## src/rtl/video_pattern_gen.sv

```systemverilog
// Video timing generator with a double-buffered four-slot single-pixel marker overlay.
// Shadow marker slots and the background colour are promoted to the active set at each frame boundary.
module video_pattern_gen #(
    parameter int H_ACTIVE = 1280,
    parameter int H_FP     = 110,
    parameter int H_SYNC   = 40,
    parameter int H_BP     = 220,
    parameter int V_ACTIVE = 720,
    parameter int V_FP     = 5,
    parameter int V_SYNC   = 5,
    parameter int V_BP     = 20
) (
    input  logic        CLK,
    input  logic        RST_N,
    input  logic        Enable,
    input  logic [23:0] BgColor,
    input  logic        MarkWr,
    input  logic [1:0]  MarkIdx,
    input  logic        MarkEn,
    input  logic [10:0] MarkX,
    input  logic [9:0]  MarkY,
    input  logic [23:0] MarkRGB,
    output logic        HSync,
    output logic        VSync,
    output logic        VDE,
    output logic [23:0] RGB,
    output logic        FrameStart,
    output logic [15:0] FrameCount
);

    localparam int HTOTAL = H_ACTIVE + H_FP + H_SYNC + H_BP;
    localparam int VTOTAL = V_ACTIVE + V_FP + V_SYNC + V_BP;

    localparam logic [10:0] H_ACT   = 11'(H_ACTIVE);
    localparam logic [10:0] H_SYN_S = 11'(H_ACTIVE + H_FP);
    localparam logic [10:0] H_SYN_E = 11'(H_ACTIVE + H_FP + H_SYNC);
    localparam logic [10:0] H_LAST  = 11'(HTOTAL - 1);
    localparam logic [9:0]  V_ACT   = 10'(V_ACTIVE);
    localparam logic [9:0]  V_SYN_S = 10'(V_ACTIVE + V_FP);
    localparam logic [9:0]  V_SYN_E = 10'(V_ACTIVE + V_FP + V_SYNC);
    localparam logic [9:0]  V_LAST  = 10'(VTOTAL - 1);

    typedef struct packed {
        logic        en;
        logic [10:0] x;
        logic [9:0]  y;
        logic [23:0] rgb;
    } slot_t;

    slot_t       shadow_q [4];
    slot_t       active_q [4];
    logic [23:0] bg_q;
    logic [10:0] hcnt;
    logic [9:0]  vcnt;

    logic        h_last;
    logic        v_last;
    logic        boundary;
    logic        in_active;
    logic        in_hsync;
    logic        in_vsync;
    logic [23:0] pix_rgb;

    always_comb begin
        h_last    = (hcnt == H_LAST);
        v_last    = (vcnt == V_LAST);
        boundary  = Enable && h_last && v_last;
        in_active = (hcnt < H_ACT) && (vcnt < V_ACT);
        in_hsync  = (hcnt >= H_SYN_S) && (hcnt < H_SYN_E);
        in_vsync  = (vcnt >= V_SYN_S) && (vcnt < V_SYN_E);
    end

    // Walk from the highest slot down so the lowest matching index wins.
    always_comb begin
        pix_rgb = bg_q;
        for (int i = 3; i >= 0; i--) begin
            if (active_q[i].en && active_q[i].x == hcnt && active_q[i].y == vcnt &&
                active_q[i].x < H_ACT && active_q[i].y < V_ACT) begin
                pix_rgb = active_q[i].rgb;
            end
        end
    end

    always_ff @(posedge CLK or negedge RST_N) begin
        if (!RST_N) begin
            hcnt <= '0;
            vcnt <= '0;
        end else if (!Enable) begin
            hcnt <= '0;
            vcnt <= '0;
        end else if (h_last) begin
            hcnt <= '0;
            vcnt <= v_last ? '0 : vcnt + 10'd1;
        end else begin
            hcnt <= hcnt + 11'd1;
        end
    end

    always_ff @(posedge CLK or negedge RST_N) begin
        if (!RST_N) begin
            for (int i = 0; i < 4; i++) shadow_q[i] <= '0;
        end else if (MarkWr) begin
            shadow_q[MarkIdx] <= {MarkEn, MarkX, MarkY, MarkRGB};
        end
    end

    // Active set reads the pre-write shadow, so a write on the boundary waits a frame.
    always_ff @(posedge CLK or negedge RST_N) begin
        if (!RST_N) begin
            for (int i = 0; i < 4; i++) active_q[i] <= '0;
            bg_q <= '0;
        end else if (!Enable || boundary) begin
            active_q <= shadow_q;
            bg_q     <= BgColor;
        end
    end

    always_ff @(posedge CLK or negedge RST_N) begin
        if (!RST_N) begin
            HSync      <= 1'b0;
            VSync      <= 1'b0;
            VDE        <= 1'b0;
            RGB        <= '0;
            FrameStart <= 1'b0;
        end else if (!Enable) begin
            HSync      <= 1'b0;
            VSync      <= 1'b0;
            VDE        <= 1'b0;
            RGB        <= '0;
            FrameStart <= 1'b0;
        end else begin
            HSync      <= in_hsync;
            VSync      <= in_vsync;
            VDE        <= in_active;
            RGB        <= in_active ? pix_rgb : 24'h000000;
            FrameStart <= (hcnt == '0) && (vcnt == '0);
        end
    end

    always_ff @(posedge CLK or negedge RST_N) begin
        if (!RST_N) begin
            FrameCount <= '0;
        end else if (boundary) begin
            FrameCount <= FrameCount + 16'd1;
        end
    end

endmodule

```

## config.mk

```make
export PLATFORM = sky130hd
export DESIGN_NAME = video_pattern_gen
export DESIGN_NICKNAME = d
export VERILOG_FILES = /design/src/rtl/video_pattern_gen.sv
export SDC_FILE = /design/constraint.sdc
export NUM_CORES = 1
export LEC_CHECK = 0
export ABC_CLOCK_PERIOD_IN_PS = 2700
export CAP_MARGIN = 10
export CORE_MARGIN = 5
export CORE_UTILIZATION = 60
export CTS_BUF_LIST = sky130_fd_sc_hd__clkbuf_4
export DETAILED_ROUTE_END_ITERATION = 12
export PLACE_DENSITY = 0.88
export SETUP_SLACK_MARGIN = 0.5
export SLEW_MARGIN = 20
export SYNTH_ARGS = -nofsm -noshare
export SYNTH_HDL_FRONTEND = slang
export SYNTH_SLANG_ARGS = --single-unit
```

## constraint.sdc

```tcl
create_clock -name CLK -period 2.7 [get_ports CLK]
set_input_delay 0.54 -clock CLK [delete_from_list [all_inputs] [get_ports CLK]]
set_output_delay 0.54 -clock CLK [all_outputs]
set_load 0.005 [all_outputs]
```

==> summary.txt, run 1 <==
Outcome
  – Run status: finished with violations
  – Violations in the final reports: setup timing

STA
  – Achievable Freq: 263 MHz
  – Min Hold Slack: 201 ps
  – Total negative setup slack: -10030 ps
  – Hold violation total from the final report: 0
  – Final critical-path share of the clock period: 1.41
  – Minimum setup slack in the final design: -1100 ps
  – Final setup vio count: 24
  – Worst Tran Pin Value: 877 ps
  – Unrepaired setup endpoints after global routing: yes
  – Final setup skew: 127 ps
  – Number of pins exceeding their max-slew limit in the final report: 0
  – Worst slew margin relative to its limit: 0.411
  – Final worst path period need: 3800 ps

Routing
  – Vias per std cell: 7.08
  – DRC: 0
  – Antenna Nets Post-Route: 0
  – Average detailed-routed wire length per instance: 32.9 um
  – Drt initial violations: 2366
  – Via count: 16600
  – Wire length reported by the detailed router: 77400 um
  – Iteration count of the initial detailed-routing pass: 7

Finish
  – Layout overhead on the synthesized area: 35.7%
  – Commonest cells after routing, fill and taps aside: dfrtp_1, mux2_2, mux2_4, clkbuf_4, buf_4
  – Post-Layout Cell Count: 2352
  – Final layout net count: 1927
  – Fin area: 0.0267 sq mm
  – Fraction of layout instances using a drive strength above 1: 0.469
  – Most common cell after layout, fill and taps aside: dfrtp_1
  – Final core occ: 0.824

Floorplanning
  – Initial Utilization: 0.607
  – Die H: 191 um
  – Horizontal die dimension: 191 um
  – Area of the core: 0.0325 sq mm
  – DIE AREA: 0.0366 sq mm
  – # rows: 66
  – Number of top-level pins: 120

Pwr
  – Total power density per cell area: 699 mW/mm^2
  – Static leakage: 12.6 nW
  – Worst IR Drop VDD: 0.000395 V
  – Total power consumption of the routed design: 18.7 mW

CTS
  – Root cell of the clock tree: clkbuf_4
  – Maximum level of the CTS H-tree: 3
  – Clock latency reported for the late side of the worst-skew pair: 960 ps
  – Clock transition at the register clock pins on the worst setup and hold paths after CTS: 90 ps
  – Clock tree from TritonCTS: built
  – Clock Sink Count: 457
  – Number of CTS-inserted buffers: 109
  – Maximum buffer depth of the clock tree: 3

Setup path
  – Category of the most critical setup path: flop to flop
  – Setup crit start kind: flop
  – Crit. End Element: flop
  – Crit Path Max Fanout: 5
  – Endpoint required time on the critical path: 3380 ps
  – Max stage delay cell, worst path: mux2i_1
  – WP data arrival: 4480 ps
  – Most used cell, CP: buf_4
  – Delay contributed by the slowest stage of the critical path: 620 ps
  – Crit-path cells: buf_4 > xor2_1 > nor4_1 > nand4_1 > nor3_4 > buf_4 > clkbuf_16 > buf_4 > mux2i_1 > o32ai_2

Place
  – GP Congestion: 0.948
  – Hpwl dp: 30300 um
  – Number of port buffers: 119
  – Post-placement worst setup slack: -39.2 ps
  – Placed Cells incl. Taps: 2027
  – Placed Instance Area: 0.0219 sq mm

Logic synthesis
  – Gate count of the mapped netlist: 1488
  – Biggest area contributors in the synthesized netlist: dfrtp_1, mux2_2, mux2_1, xor2_1, xnor2_1
  – Average size of a mapped cell: 13.2 sq um
  – Distinct cell type count of the synthesized netlist: 55
  – Total number of yosys warnings: 0
  – Synth async-reset ratio: 1.00
  – Nets in the synthesized netlist: 1572
  – Fraction of the yosys area taken by sequential cells: 0.580
  – Number of synthesized flops with an enable pin: 0
  – Cell type with the highest aggregate area in the netlist: dfrtp_1
  – Top cell type's share of synthesized area: 0.580
  – Number of flip-flops and latches in the synthesized netlist: 457
  – Post-Synthesis Cell Area: 0.0197 sq mm
  – Main flop type after synthesis: dfrtp_1

Flow run
  – Max capacitance violation total: 0

Worst hold path
  – Worst hold path type: primary input to async pin

Global routing
  – Initial antenna violation count: 4
  – First-pass GRT wire length: 86000 um
  – Vias in the first global route: 15500
  – Largest net degree at the start of global routing: 83
  – Total routing resource utilization after global routing: 0.302
  – GRT overflow: 0
-- per-layer routing --
metal	vias to the layer above	wire (um)	GRT usage
li1	6046	-	-
met1	8107	25500	0.389
met2	1790	34100	0.479
met3	696	10400	0.0730
met4	2	7390	0.158
met5	-	12	0
-- logic make-up (layout without fill, tap and decap cells) --
family	after synthesis	in the layout	share of synthesized area
other	0	5	0
adders and majority gates	8	8	0.00508
AOI/OAI and AO/OA	149	149	0.0542
xor gates and xnor gates	99	99	0.0440
DFF	457	457	0.580
buffers and inverters	145	561	0.0338
and+or+nand+nor	250	251	0.0668
muxes	380	380	0.216
-- cell usage after synthesis (all sizes together), types with 9 or more instances --
cell,number
o21ai,55
buf,58
o31ai,17
xnor2,43
nand4,32
o22ai,15
inv,46
nor2,39
nor3,43
nand3,20
a31o,14
xor2,56
mux2,356
mux2i,24
nand2,58
o32ai,10
dfrtp,457
a211oi,10
o31a,9
clkbuf,41
nor4,15
-- area by class of cell --
type	instances	area [sq um]
tap	442	553
inverter	46	173
timing repair buffer	342	4290
clock buffer	140	1050
sequential	457	11500
multi-input combinational	887	9030
antenna	5	12.5
fill	1319	5720
clock inverter	33	151
-- critical path: cells and delay by family (launching register included) --
family	cells	cell delay (ps)
AO/OA/AOI/OAI	1	280
XOR/XNOR	1	190
buffers and inverters	4	660
flip-flops	1	490
multiplexers	1	620
AND/OR/NAND/NOR	3	1350
-- power breakdown --
group | internal [mW] | leakage [nW] | total [mW] | switching, mW
Clock | 2.41 | 0.722 | 5.64 | 3.23
Sequential | 8.06 | 5.50 | 9.27 | 1.21
Combinational | 2.02 | 6.36 | 3.77 | 1.75
Total | 12.5 | 12.6 | 18.7 | 6.19
-- path summary, 6_finish.rpt --
path	startpoint	endpoint	slack [ps]	cells after the start
setup / recovery	vcnt[4]$_DFFE_PN0P_	RGB[12]$_DFF_PN0_	-1100	10
hold / removal	RST_N	active_q[127]$_DFFE_PN0P_	200	2
setup reg to reg	vcnt[4]$_DFFE_PN0P_	RGB[12]$_DFF_PN0_	-1100	10
hold reg to reg	shadow_q[144]$_DFFE_PN0P_	active_q[144]$_DFFE_PN0P_	450	1
max in group asynchronous	RST_N	shadow_q[99]$_DFFE_PN0P_	1570	3
min in group CLK	BgColor[7]	bg_q[7]$_DFFE_PN0P_	210	2
-- registers in the layout, summed over array words and instances (netlist names) --
name	count
active_q	184
shadow_q	184
RGB	24
bg_q	24
FrameCount	16
hcnt	11
vcnt	10
FrameStart	1
HSync	1
VDE	1
VSync	1
-- what timing repair did --
item / in CTS / in global routing
hold buffers: 1 / 0
resized for setup: 79 / 410
endpoints found under the setup margin: 296 / 303
hold endpoints to repair: 45 / 0
setup buffers: 30 / 85
cloned: 13 / 18
pin swaps: 17 / 50
Power figures use the tool's default switching activity.
==> run 2: changes to the inputs <==
--- a/config.mk
+++ b/config.mk
@@ -11,6 +11,7 @@
 export CORE_UTILIZATION = 60
 export CTS_BUF_LIST = sky130_fd_sc_hd__clkbuf_4
 export DETAILED_ROUTE_END_ITERATION = 12
+export GPL_TIMING_DRIVEN = 0
 export PLACE_DENSITY = 0.88
 export SETUP_SLACK_MARGIN = 0.5
 export SLEW_MARGIN = 20
==> summary.txt, run 2 (synthesized netlist as in run 1, its figures left out) <==
Outcome
  – Run status: finished with violations (unchanged)
  – Violations in the final reports: setup timing (unchanged)

Setup path
  – Crit-path cells: clkbuf_2 > nand2b_1 > a21oi_1 > o21ai_2 > o31a_1 > a211oi_2 > o32ai_2 (was buf_4 > xor2_1 > nor4_1 > nand4_1 > nor3_4 > buf_4 > clkbuf_16 > buf_4 > mux2i_1 > o32ai_2)
  – Category of the most critical setup path: flop to flop (unchanged)
  – Endpoint required time on the critical path: 3340 ps (was 3380 ps)
  – Crit Path Max Fanout: 10 (was 5)
  – Delay contributed by the slowest stage of the critical path: 890 ps (was 620 ps)
  – Cell class contributing the biggest share of worst-path delay: compound AO/OA/AOI/OAI gates (was simple AND/OR/NAND/NOR gates)
  – Worst setup path startpoint: hcnt[10]$_DFF_PN0_ (was vcnt[4]$_DFFE_PN0P_)
  – Crit. End Element: flop (unchanged)
  – Max stage delay cell, worst path: a21oi_1 (was mux2i_1)
  – WP data arrival: 4530 ps (was 4480 ps)
  – Count of buffering cells on the critical path with inverters included: 1 (was 4)
  – Reg-to-Reg Start: hcnt[10]$_DFF_PN0_ (was vcnt[4]$_DFFE_PN0P_)
  – Setup crit start kind: flop (unchanged)

Global routing
  – Largest net degree at the start of global routing: 106 (was 83)
  – Total routing resource utilization after global routing: 0.372 (was 0.302)
  – Initial antenna violation count: 5 (was 4)
  – GRT overflow: 0 (unchanged)
  – First-pass GRT wire length: 102000 um (was 86000 um)
  – Vias in the first global route: 16800 (was 15500)

Place
  – Placed Cells incl. Taps: 2053 (was 2027)
  – Hpwl dp: 34100 um (was 30300 um)
  – Number of port buffers: 119 (unchanged)
  – GP Congestion: 0.961 (was 0.948)

CTS
  – Clock latency reported for the late side of the worst-skew pair: 880 ps (was 960 ps)
  – Maximum buffer depth of the clock tree: 3 (unchanged)
  – Root cell of the clock tree: clkbuf_4 (unchanged)
  – Clock tree from TritonCTS: built (unchanged)
  – Clock Sink Count: 457 (unchanged)
  – Clock transition at the register clock pins on the worst setup and hold paths after CTS: 80 ps (was 90 ps)
  – Maximum level of the CTS H-tree: 3 (unchanged)
  – Number of CTS-inserted buffers: 113 (was 109)

STA
  – Unrepaired setup endpoints after global routing: yes (unchanged)
  – Final worst path period need: 3890 ps (was 3800 ps)
  – Minimum setup slack in the final design: -1190 ps (was -1100 ps)
  – Final setup skew: 93.3 ps (was 127 ps)
  – Worst Tran Pin Value: 1060 ps (was 877 ps)
  – Achievable Freq: 257 MHz (was 263 MHz)
  – Number of pins exceeding their max-slew limit in the final report: 0 (unchanged)
  – Worst slew margin relative to its limit: 0.294 (was 0.411)
  – Final critical-path share of the clock period: 1.44 (was 1.41)
  – Hold violation total from the final report: 0 (unchanged)
  – Final setup vio count: 88 (was 24)

Finish
  – Registers with the most flip-flops: active_q x184, shadow_q x184 (unchanged)
  – Fraction of layout instances using a drive strength above 1: 0.373 (was 0.469)
  – Area of the multi-input gates: 0.00857 sq mm (was 0.00903 sq mm)
  – Post-Layout Cell Count: 2327 (was 2352)
  – Commonest cells after routing, fill and taps aside: dfrtp_1, mux2_2, clkbuf_4, mux2_1, clkdlybuf4s50_1 (was dfrtp_1, mux2_2, mux2_4, clkbuf_4, buf_4)
  – Layout overhead on the synthesized area: 30.3% (was 35.7%)
  – # fillers: 1416 (was 1319)
  – Final layout net count: 1889 (was 1927)
  – Most common cell after layout, fill and taps aside: dfrtp_1 (unchanged)
  – Storage element area: 0.0114 sq mm (was 0.0115 sq mm)

Routing
  – Iteration count of the initial detailed-routing pass: 6 (was 7)
  – Vias per std cell: 7.19 (was 7.08)
  – Average detailed-routed wire length per instance: 34.1 um (was 32.9 um)
  – Wire length reported by the detailed router: 79400 um (was 77400 um)
  – Antenna Nets Post-Route: 0 (unchanged)
  – Via count: 16700 (was 16600)
  – DRC: 0 (unchanged)
  – Drt initial violations: 2815 (was 2366)

Worst hold path
  – Worst hold path type: primary input to async pin (unchanged)

Pwr
  – Total power density per cell area: 737 mW/mm^2 (was 699 mW/mm^2)
  – Total power consumption of the routed design: 18.9 mW (was 18.7 mW)
  – Worst IR Drop VDD: 0.000394 V (was 0.000395 V)
  – Static leakage: 11.2 nW (was 12.6 nW)

Floorplanning
  – Initial Utilization: 0.607 (unchanged)
  – Die H: 191 um (unchanged)
  – Area of the core: 0.0325 sq mm (unchanged)
  – Number of top-level pins: 120 (unchanged)
  – Horizontal die dimension: 191 um (unchanged)
  – DIE AREA: 0.0366 sq mm (unchanged)
  – # rows: 66 (unchanged)

Flow run
  – Max capacitance violation total: 0 (unchanged)
-- run 2: changes by cell type in the layout (fill, tap and decap cells not counted), moves of 13 or more --
cell	previous run	this run
mux2_4	160	38
buf_6	39	26
buf_4	96	49
clkbuf_4	140	175
mux2_2	184	198
o21ai_1	18	37
dlymetal6s2s_1	41	0
dfrtp_1	435	455
dfrtp_2	22	2
clkdlybuf4s50_1	77	118
o21ai_2	24	5
clkbuf_1	0	22
mux2_1	12	120
-- run 2: final timing paths --
kind / to / slack, ps / cells past startpoint
worst max-delay path: RGB[2]$_DFF_PN0_ / -1190 / 7
worst min-delay path: shadow_q[69]$_DFFE_PN0P_ / 310 / 2
worst max register to register: RGB[2]$_DFF_PN0_ / -1190 / 7
worst min register to register: active_q[158]$_DFFE_PN0P_ / 450 / 1
max in group asynchronous: bg_q[13]$_DFFE_PN0P_ / 940 / 4
min in group CLK: bg_q[7]$_DFFE_PN0P_ / 310 / 2
-- run 2: what timing repair did --
item,in CTS,in global routing
hold buffers,1,0
pin swaps,46,24
cloned,13,3
endpoints found under the setup margin,284,355
resized for setup,255,114
endpoints found under the hold margin,82,0
buffers inserted,38,24
-- run 2: through the flow --
| step | area (sq um) | util | TNS, ps | setup WS [ps] | hold WS (ps) |
|---|---|---|---|---|---|
| 6_report | 25700 | 0.791 | -24550 | -1190 | 314 |
| 5_1_grt | 25700 | 0.791 | -23660 | -1030 | 329 |
| 4_1_cts | 24900 | 0.768 | 0 | 179 | 320 |
| 3_5_place_dp | 21700 | 0.667 | -103490 | -726 | 461 |
| 3_3_place_gp | 21500 | 0.664 | -8233230 | -17840 | 459 |
| 2_1_floorplan | 19800 | - | 0 | 475 | 244 |
-- run 2: final cells by class --
class | count | area share
Clock inverter | 21 | 0.00531
Sequential cell | 457 | 0.446
Inverter | 46 | 0.00673
Multi-Input combinational cell | 886 | 0.334
Timing Repair Buffer | 202 | 0.0951
Buffer | 99 | 0.0414
Tap cell | 442 | 0.0215
Antenna cell | 2 | 0.000195
Clock buffer | 172 | 0.0503
-- run 2: per-layer routing --
metal | vias up | part of all wire | track usage
li1 | 5959 | - | -
met3 | 729 | 0.15 | 0.147
met1 | 8185 | 0.33 | 0.453
met4 | 6 | 0.099 | 0.245
met5 | - | 0.00043 | 0
met2 | 1853 | 0.42 | 0.550
-- run 2: where the power goes --
group | internal (mW) | switching (mW) | leakage (nW)
clock | 3.06 | 3.26 | 0.856
sequential | 8.06 | 1.14 | 5.53
combinational | 1.61 | 1.79 | 4.78
-- run 2: worst register-to-register path, delay by kind of cell (launching register included) --
kind	cells	cell delay, ps
AOI/OAI and AO/OA	5	2640
DFF	1	490
and+or+nand+nor	1	270
buffers and inverters	1	310
